File: src/rtl/mips_pkg.sv
// Shared definitions for the memory arbiter slice.
// Holds the default word size, the 2-bit FSM state encoding and the
// requester IDs used by the arbiter and its round-robin tie-breaker.
package mips_pkg;

    localparam int unsigned WORD_SIZE_DEFAULT = 32;

    // Arbiter FSM: idle/arbitrate, read in flight, response cycle.
    typedef enum logic [1:0] {
        StIdle = 2'd0,
        StWait = 2'd1,
        StResp = 2'd2
    } state_e;

    // Requester IDs; also the bit index of each requester in the arbiter vectors.
    localparam logic REQ_IF = 1'b0;
    localparam logic REQ_DM = 1'b1;

    // Data accesses are whole words only.
    function automatic logic is_word_aligned(input logic [1:0] addr_lsb);
        return addr_lsb == 2'b00;
    endfunction

endpackage

File: src/rtl/mem_arbiter_if.sv
// Bus bundle between the two requesters (fetch, data), the arbiter and the
// single-port RAM.
//   slave  : arbiter view (takes requests and ram_rdata, drives grants,
//            responses and the RAM strobes)
//   master : environment view (requesters plus RAM), the mirror image
interface mem_arbiter_if
    import mips_pkg::*;
#(
    parameter int unsigned WORD_SIZE = WORD_SIZE_DEFAULT
) ();

    // Fetch port
    logic                 if_req;
    logic [WORD_SIZE-1:0] if_addr;
    logic                 if_gnt;
    logic                 if_rsp_valid;
    logic [WORD_SIZE-1:0] if_rsp_data;

    // Data port
    logic                 dm_req;
    logic                 dm_we;
    logic [WORD_SIZE-1:0] dm_addr;
    logic [WORD_SIZE-1:0] dm_wdata;
    logic                 dm_gnt;
    logic                 dm_err;
    logic                 dm_rsp_valid;
    logic [WORD_SIZE-1:0] dm_rsp_data;

    // Shared RAM port
    logic                 ram_en;
    logic                 ram_we;
    logic [WORD_SIZE-1:0] ram_addr;
    logic [WORD_SIZE-1:0] ram_wdata;
    logic [WORD_SIZE-1:0] ram_rdata;

    modport slave (
        input  if_req, if_addr,
        output if_gnt, if_rsp_valid, if_rsp_data,
        input  dm_req, dm_we, dm_addr, dm_wdata,
        output dm_gnt, dm_err, dm_rsp_valid, dm_rsp_data,
        output ram_en, ram_we, ram_addr, ram_wdata,
        input  ram_rdata
    );

    modport master (
        output if_req, if_addr,
        input  if_gnt, if_rsp_valid, if_rsp_data,
        output dm_req, dm_we, dm_addr, dm_wdata,
        input  dm_gnt, dm_err, dm_rsp_valid, dm_rsp_data,
        input  ram_en, ram_we, ram_addr, ram_wdata,
        output ram_rdata
    );

endinterface

File: src/rtl/arb_rr2.sv
// Two-input round-robin arbiter with a registered last-grant pointer.
// Ports:
//   clk, rst_n : clock, synchronous active-low reset
//   en_i       : grants may be issued this cycle
//   req_i      : eligible requests, indexed by REQ_IF / REQ_DM
//   gnt_o      : one-hot (or zero) grant, same indexing
// On a tie the requester that did not win most recently is granted. The
// pointer resets to REQ_DM so that fetch wins the first tie.
module arb_rr2
    import mips_pkg::*;
(
    input  logic       clk,
    input  logic       rst_n,
    input  logic       en_i,
    input  logic [1:0] req_i,
    output logic [1:0] gnt_o
);

    logic last_q, last_d;

    always_comb begin
        gnt_o  = 2'b00;
        last_d = last_q;
        if (en_i) begin
            unique case (req_i)
                2'b01:   gnt_o = 2'b01;
                2'b10:   gnt_o = 2'b10;
                2'b11:   gnt_o = (last_q == REQ_IF) ? 2'b10 : 2'b01;
                default: gnt_o = 2'b00;
            endcase
            if (gnt_o[REQ_DM]) begin
                last_d = REQ_DM;
            end else if (gnt_o[REQ_IF]) begin
                last_d = REQ_IF;
            end
        end
    end

    always_ff @(posedge clk) begin
        if (!rst_n) begin
            last_q <= REQ_DM;
        end else begin
            last_q <= last_d;
        end
    end

endmodule

File: src/rtl/mem_arbiter.sv
// Arbiter sharing one single-port RAM between an instruction-fetch port and
// a data port.
// Ports:
//   clk, rst_n : clock, synchronous active-low reset
//   bus        : mem_arbiter_if.slave -- fetch/data request and response
//                handshakes plus the RAM strobes and read data
// Parameters:
//   WORD_SIZE   : data/address width
//   RAM_LATENCY : cycles from read issue to valid ram_rdata (1..4)
// Grants are combinational in IDLE. A store finishes in its grant cycle; a
// read occupies the port for RAM_LATENCY cycles of WAIT plus one RESP cycle.
module mem_arbiter
    import mips_pkg::*;
#(
    parameter int unsigned WORD_SIZE   = WORD_SIZE_DEFAULT,
    parameter int unsigned RAM_LATENCY = 1
) (
    input  logic          clk,
    input  logic          rst_n,
    mem_arbiter_if.slave  bus
);

    localparam logic [1:0] LatLoad = 2'(RAM_LATENCY - 1);

    state_e     state_q, state_d;
    logic [1:0] cnt_q, cnt_d;
    logic       owner_q, owner_d;

    logic       arb_en;
    logic       dm_aligned;
    logic [1:0] arb_req;
    logic [1:0] arb_gnt;

    assign dm_aligned = is_word_aligned(bus.dm_addr[1:0]);
    assign arb_en     = rst_n && (state_q == StIdle);

    // A misaligned data request is simply not eligible, so it can neither win
    // nor move the round-robin pointer, while fetch stays eligible.
    always_comb begin
        arb_req         = 2'b00;
        arb_req[REQ_IF] = bus.if_req;
        arb_req[REQ_DM] = bus.dm_req && dm_aligned;
    end

    arb_rr2 u_arb_rr2 (
        .clk   (clk),
        .rst_n (rst_n),
        .en_i  (arb_en),
        .req_i (arb_req),
        .gnt_o (arb_gnt)
    );

    always_comb begin
        state_d          = state_q;
        cnt_d            = cnt_q;
        owner_d          = owner_q;
        bus.if_gnt       = 1'b0;
        bus.if_rsp_valid = 1'b0;
        bus.if_rsp_data  = {WORD_SIZE{1'b0}};
        bus.dm_gnt       = 1'b0;
        bus.dm_err       = 1'b0;
        bus.dm_rsp_valid = 1'b0;
        bus.dm_rsp_data  = {WORD_SIZE{1'b0}};
        bus.ram_en       = 1'b0;
        bus.ram_we       = 1'b0;
        bus.ram_addr     = {WORD_SIZE{1'b0}};
        bus.ram_wdata    = {WORD_SIZE{1'b0}};

        // Outputs stay quiet while reset is asserted.
        if (rst_n) begin
            unique case (state_q)
                StIdle: begin
                    bus.if_gnt = arb_gnt[REQ_IF];
                    bus.dm_gnt = arb_gnt[REQ_DM];
                    bus.dm_err = bus.dm_req && !dm_aligned;
                    if (arb_gnt[REQ_IF]) begin
                        bus.ram_en   = 1'b1;
                        bus.ram_addr = bus.if_addr;
                        state_d      = StWait;
                        cnt_d        = LatLoad;
                        owner_d      = REQ_IF;
                    end else if (arb_gnt[REQ_DM]) begin
                        bus.ram_en   = 1'b1;
                        bus.ram_we   = bus.dm_we;
                        bus.ram_addr = bus.dm_addr;
                        if (bus.dm_we) begin
                            // Store completes now; stay in IDLE.
                            bus.ram_wdata = bus.dm_wdata;
                        end else begin
                            state_d = StWait;
                            cnt_d   = LatLoad;
                            owner_d = REQ_DM;
                        end
                    end
                end
                StWait: begin
                    if (cnt_q == 2'd0) begin
                        state_d = StResp;
                    end else begin
                        cnt_d = cnt_q - 2'd1;
                    end
                end
                StResp: begin
                    if (owner_q == REQ_IF) begin
                        bus.if_rsp_valid = 1'b1;
                        bus.if_rsp_data  = bus.ram_rdata;
                    end else begin
                        bus.dm_rsp_valid = 1'b1;
                        bus.dm_rsp_data  = bus.ram_rdata;
                    end
                    state_d = StIdle;
                end
                default: state_d = StIdle;
            endcase
        end
    end

    always_ff @(posedge clk) begin
        if (!rst_n) begin
            state_q <= StIdle;
            cnt_q   <= 2'd0;
            owner_q <= REQ_IF;
        end else begin
            state_q <= state_d;
            cnt_q   <= cnt_d;
            owner_q <= owner_d;
        end
    end

endmodule

File: src/flat_wrapper.sv
// flat-port wrapper written by rule: the top's interface ports become plain ports
module mem_arbiter_flat import mips_pkg::*;
#(
    parameter int unsigned WORD_SIZE   = WORD_SIZE_DEFAULT,
    parameter int unsigned RAM_LATENCY = 1
)
  (clk, rst_n, bus_if_req, bus_if_addr, bus_if_gnt, bus_if_rsp_valid, bus_if_rsp_data, bus_dm_req, bus_dm_we, bus_dm_addr, bus_dm_wdata, bus_dm_gnt, bus_dm_err, bus_dm_rsp_valid, bus_dm_rsp_data, bus_ram_en, bus_ram_we, bus_ram_addr, bus_ram_wdata, bus_ram_rdata);
  mem_arbiter_if #(.WORD_SIZE(WORD_SIZE)) bus_i ();
  input  logic clk;
  input  logic rst_n;
  input wire logic [$bits(bus_i.if_req)-1:0] bus_if_req;
  input wire logic [$bits(bus_i.if_addr)-1:0] bus_if_addr;
  output wire logic [$bits(bus_i.if_gnt)-1:0] bus_if_gnt;
  output wire logic [$bits(bus_i.if_rsp_valid)-1:0] bus_if_rsp_valid;
  output wire logic [$bits(bus_i.if_rsp_data)-1:0] bus_if_rsp_data;
  input wire logic [$bits(bus_i.dm_req)-1:0] bus_dm_req;
  input wire logic [$bits(bus_i.dm_we)-1:0] bus_dm_we;
  input wire logic [$bits(bus_i.dm_addr)-1:0] bus_dm_addr;
  input wire logic [$bits(bus_i.dm_wdata)-1:0] bus_dm_wdata;
  output wire logic [$bits(bus_i.dm_gnt)-1:0] bus_dm_gnt;
  output wire logic [$bits(bus_i.dm_err)-1:0] bus_dm_err;
  output wire logic [$bits(bus_i.dm_rsp_valid)-1:0] bus_dm_rsp_valid;
  output wire logic [$bits(bus_i.dm_rsp_data)-1:0] bus_dm_rsp_data;
  output wire logic [$bits(bus_i.ram_en)-1:0] bus_ram_en;
  output wire logic [$bits(bus_i.ram_we)-1:0] bus_ram_we;
  output wire logic [$bits(bus_i.ram_addr)-1:0] bus_ram_addr;
  output wire logic [$bits(bus_i.ram_wdata)-1:0] bus_ram_wdata;
  input wire logic [$bits(bus_i.ram_rdata)-1:0] bus_ram_rdata;
  assign bus_i.if_req = bus_if_req;
  assign bus_i.if_addr = bus_if_addr;
  assign bus_if_gnt = bus_i.if_gnt;
  assign bus_if_rsp_valid = bus_i.if_rsp_valid;
  assign bus_if_rsp_data = bus_i.if_rsp_data;
  assign bus_i.dm_req = bus_dm_req;
  assign bus_i.dm_we = bus_dm_we;
  assign bus_i.dm_addr = bus_dm_addr;
  assign bus_i.dm_wdata = bus_dm_wdata;
  assign bus_dm_gnt = bus_i.dm_gnt;
  assign bus_dm_err = bus_i.dm_err;
  assign bus_dm_rsp_valid = bus_i.dm_rsp_valid;
  assign bus_dm_rsp_data = bus_i.dm_rsp_data;
  assign bus_ram_en = bus_i.ram_en;
  assign bus_ram_we = bus_i.ram_we;
  assign bus_ram_addr = bus_i.ram_addr;
  assign bus_ram_wdata = bus_i.ram_wdata;
  assign bus_i.ram_rdata = bus_ram_rdata;
  mem_arbiter #(.WORD_SIZE(WORD_SIZE), .RAM_LATENCY(RAM_LATENCY)) u_core (.clk(clk), .rst_n(rst_n), .bus(bus_i));
endmodule
File: config.mk
export PLATFORM = sky130hd
export DESIGN_NAME = mem_arbiter_flat
export DESIGN_NICKNAME = d
export VERILOG_FILES = /design/src/rtl/mips_pkg.sv /design/src/rtl/mem_arbiter_if.sv /design/src/rtl/arb_rr2.sv /design/src/rtl/mem_arbiter.sv /design/src/flat_wrapper.sv
export SDC_FILE = /design/constraint.sdc
export NUM_CORES = 1
export LEC_CHECK = 0
export CORE_AREA = 3 3 102 104
export CTS_BUF_LIST = sky130_fd_sc_hd__clkbuf_16
export CTS_CLUSTER_SIZE = 16
export DETAILED_ROUTE_END_ITERATION = 8
export DIE_AREA = 0 0 105 107
export DONT_BUFFER_PORTS = 1
export PLACE_DENSITY = 0.35
export SYNTH_ARGS = -nofsm -noshare
export SYNTH_HDL_FRONTEND = slang
export SYNTH_SLANG_ARGS = --single-unit
File: constraint.sdc
create_clock -name clk -period 3.55 [get_ports clk]
set_input_delay 0 -clock clk [delete_from_list [all_inputs] [get_ports clk]]
set_output_delay 0 -clock clk [all_outputs]
set_load 0.02 [all_outputs]
==> flow_metrics.py <==
metrics = {
    "sta": {
        "slew_headroom": 0.2303,
        "timing.final.crit_share": 0.6847,
        "rsz0062_at_grt": "false",
        "fin_crit_ns": 2.431,
        "setup-violations-final": 0,
        "fin_tns_setup_ns": 0,
        "worst_slew_pin_slew_ns": 1.155,
        "fmax_ghz": 0.4114,
        "finalHoldViolations": 0,
        "drv_slew": 0,
        "fin_skew_ns": 0.0004288,
        "holdWs_ns": 0.03538,
    },
    "setup_path": {
        "path_class": "flip-flop to primary output",
        "cp_cell_sequence": "or4b_1 > and3_1 > and2_1",
        "max_stage_delay_ns": 1.05,
        "crit_fanout": 34,
        "cpLargestDelayFamily": "simple AND/OR/NAND/NOR gates",
        "cp_slowest_cell": "or4b_1",
        "path_buf_inv": 0,
        "critPathArrivalTime_ns": 2.43,
        "required_ns": 3.55,
        "cp-end-kind": "primary output",
        "cp-start-kind": "flip-flop",
    },
    "layout": {
        "layout-drive-gt1-share": 0.04065,
        "final_nets": 382,
        "fill_cells": 1112,
        "area_delta_synth_final_pct": 11.62,
    },
    "global_route": {
        "met2_usage": 0.1902,
        "grt_overflow_total": 0,
        "grt_util_all_layers": 0.1027,
        "grt_max_degree": 39,
        "met1_usage": 0.1069,
        "grtUsageMet3": 0.02228,
        "antenna_found_initial": 1,
        "grt_first_pass_wirelength_um": 9087,
        "top_usage_layer": "met2",
        "first_global_vias": 1601,
    },
    "routing": {
        "drt_drc_violations_left": 0,
        "viasPerCell": 4.911,
        "drtIter0Drc": 151,
        "via_count": 1871,
        "post_drt_wl_per_cell_um": 18.32,
        "wl_um": 6980,
        "detail-route-antenna-nets": 0,
        "drt_pre_antenna_iters": 5,
    },
    "synth": {
        "ys_ff_latch": 6,
        "synth-simple-area-share": 0.6759,
        "ys_seq_area_frac": 0.07589,
        "synth_cells": 267,
        "syn_nets": 401,
        "synthDistinctLibCells": 28,
        "syn_avg_cell_area_um2": 5.928,
        "synth-compound-area-share": 0.1557,
        "synthFlopType": "dfxtp_1",
        "ys_warn_count": 0,
        "synth_xor_area_frac": 0,
        "synth_top_family_by_area": "simple AND/OR/NAND/NOR gates",
        "synth_fa_ha_area_frac": 0.007905,
        "synth_edf_count": 0,
        "async_flop_share": 0,
        "synthesis.area_um2": 1583,
        "synth_mux_area_frac": 0,
    },
    "clock_network": {
        "cts_buffers": 3,
        "clkSinkCount": 6,
        "clk_pin_slew_ns": 0.03,
        "cts.path.max_buffers": 2,
        "cts-root-buf": "clkbuf_16",
        "clk_latency_ns": 0.23,
        "postCtsSetupBuffers": 0,
        "htree_levels": 1,
        "tritoncts": "built",
    },
    "pwr": {
        "power_frac_seq": 0.200,
        "pwr-share-clk": 0.464,
        "p_leak_nw": 0.6400,
        "swShare": 0.3730,
        "p_int_mw": 0.2488,
        "irDropWorstVdd_mv": 0.1062,
        "p_switching_mw": 0.1480,
        "power_density_nw_per_um2": 224.6,
        "combPwrFrac": 0.336,
    },
    "floorplan": {
        "fp.coreArea_um2": 9639,
        "row_count": 36,
        "fp.dieArea_um2": 11240,
        "start_util": 0.1642,
        "fp.dieW_um": 105,
        "chipHeight_um": 107,
        "num_io_pins": 268,
    },
    "hold_path": {
        "hold_path.class": "primary input to flip-flop",
    },
    "place": {
        "numPortBuffers": 0,
        "hpwl_um": 5740,
        "gp_routability_congestion": 0.8737,
    },
    "job": {
        "maxCapViolCount": 0,
    },
    "run_status": {
        "status": "finished clean",
    },
}
[flip-flops by register name, summed over array words and instances (netlist names)]
name,flops
u_core.cnt_q,2
u_core.owner_q,1
u_core.state_q,2
u_core.u_arb_rr2.last_q,1
[final timing paths]
kind	startpoint	end	slack, ns	depth (start not counted)
worst max register to register	u_core.u_arb_rr2.last_q	u_core.cnt_q[0]	1.46	3
worst min register to register	u_core.owner_q	u_core.owner_q	0.55	2
worst max-delay path	u_core.u_arb_rr2.last_q	bus_ram_addr[1]	1.12	3
worst min-delay path	bus_if_req	u_core.u_arb_rr2.last_q	0.04	2
[stage by stage]
step,setup slack (ns),std cells,utilization,area [um2],power [mW]
2_1_floorplan,2.015,267,-,1583,0.1999
3_3_place_gp,1.361,375,0.1739,1677,0.2131
3_5_place_dp,1.352,375,0.1739,1677,0.2125
4_1_cts,1.080,379,0.1828,1762,0.4004
5_1_grt,0.9164,381,0.1833,1767,0.4185
6_report,1.119,381,0.1833,1767,0.3969
[what timing repair did]
item,4_1_cts,5_1_grt
endpoints found under the hold margin,6,0
hold buffers,1,0
gates resized for setup,0,0
[layout by cell type (no fill, tap or decap)]
master / netlist / final
nor4b_1: 3 / 3
nand2_1: 4 / 4
nor2_1: 5 / 5
and2_1: 99 / 99
and3_1: 4 / 4
o2111a_1: 1 / 1
nand2b_1: 1 / 1
or3_1: 1 / 1
dfxtp_1: 6 / 6
nor3b_4: 0 / 1
or4b_1: 1 / 1
nor3_2: 0 / 1
a2111oi_0: 1 / 1
nor3_1: 2 / 1
inv_1: 6 / 6
o21ai_0: 2 / 2
a21oi_1: 32 / 32
nor3b_1: 2 / 1
o221a_1: 1 / 1
a211oi_2: 1 / 1
a211oi_1: 2 / 2
buf_4: 0 / 3
dlygate4sd3_1: 0 / 1
nor3b_2: 1 / 1
diode_2: 0 / 2
nand3_1: 61 / 61
o41ai_1: 1 / 1
clkbuf_16: 0 / 3
o31a_1: 1 / 1
ha_1: 1 / 1
[cells in the mapped netlist, types with 2 or more instances]
library cell,instances,area share
a211oi_1,2,0.0095
a21oi_1,32,0.10
and2_1,99,0.39
and3_1,4,0.016
buf_1,4,0.0095
buf_2,3,0.0095
clkbuf_1,19,0.045
clkbuf_2,2,0.0063
dfxtp_1,6,0.076
inv_1,6,0.014
nand2_1,4,0.0095
nand3_1,61,0.19
nor2_1,5,0.012
nor3_1,2,0.0063
nor3b_1,2,0.0095
nor4b_1,3,0.017
o21ai_0,2,0.0063
[cell families after synthesis]
family / after synthesis
adders and majority gates: 1
and+or+nand+nor: 184
DFF: 6
AOI/OAI and AO/OA: 42
buffers and inverters: 34
[layer usage]
metal  vias to the layer above  share of wire  wire length [um]
met1                       834           0.34              2408
met3                        13          0.097               674
met2                       159           0.52              3628
met4                         0          0.038               268
met5                         -              0                 0
li1                        865              -                 -
[area by class of cell]
type / count / area [um2] / share of cell area
Clock buffer: 3 / 75.07 / 0.04249
Antenna cell: 2 / 5.005 / 0.002833
Inverter: 6 / 22.52 / 0.01275
Multi-Input combinational cell: 227 / 1345 / 0.7613
Timing Repair Buffer: 4 / 32.53 / 0.01841
Sequential cell: 6 / 120.1 / 0.06799
Tap cell: 133 / 166.4 / 0.09419
[power groups by stage]
stage / clock network [mW] / registers [mW] / logic [mW]
after floorplan: 0 / 0.0748 / 0.125
after global placement: 0 / 0.0802 / 0.133
after detailed placement: 0 / 0.0804 / 0.132
after CTS: 0.187 / 0.0795 / 0.134
after global routing: 0.191 / 0.0809 / 0.146
final: 0.184 / 0.0794 / 0.133
(Power assumes the default switching activity.)
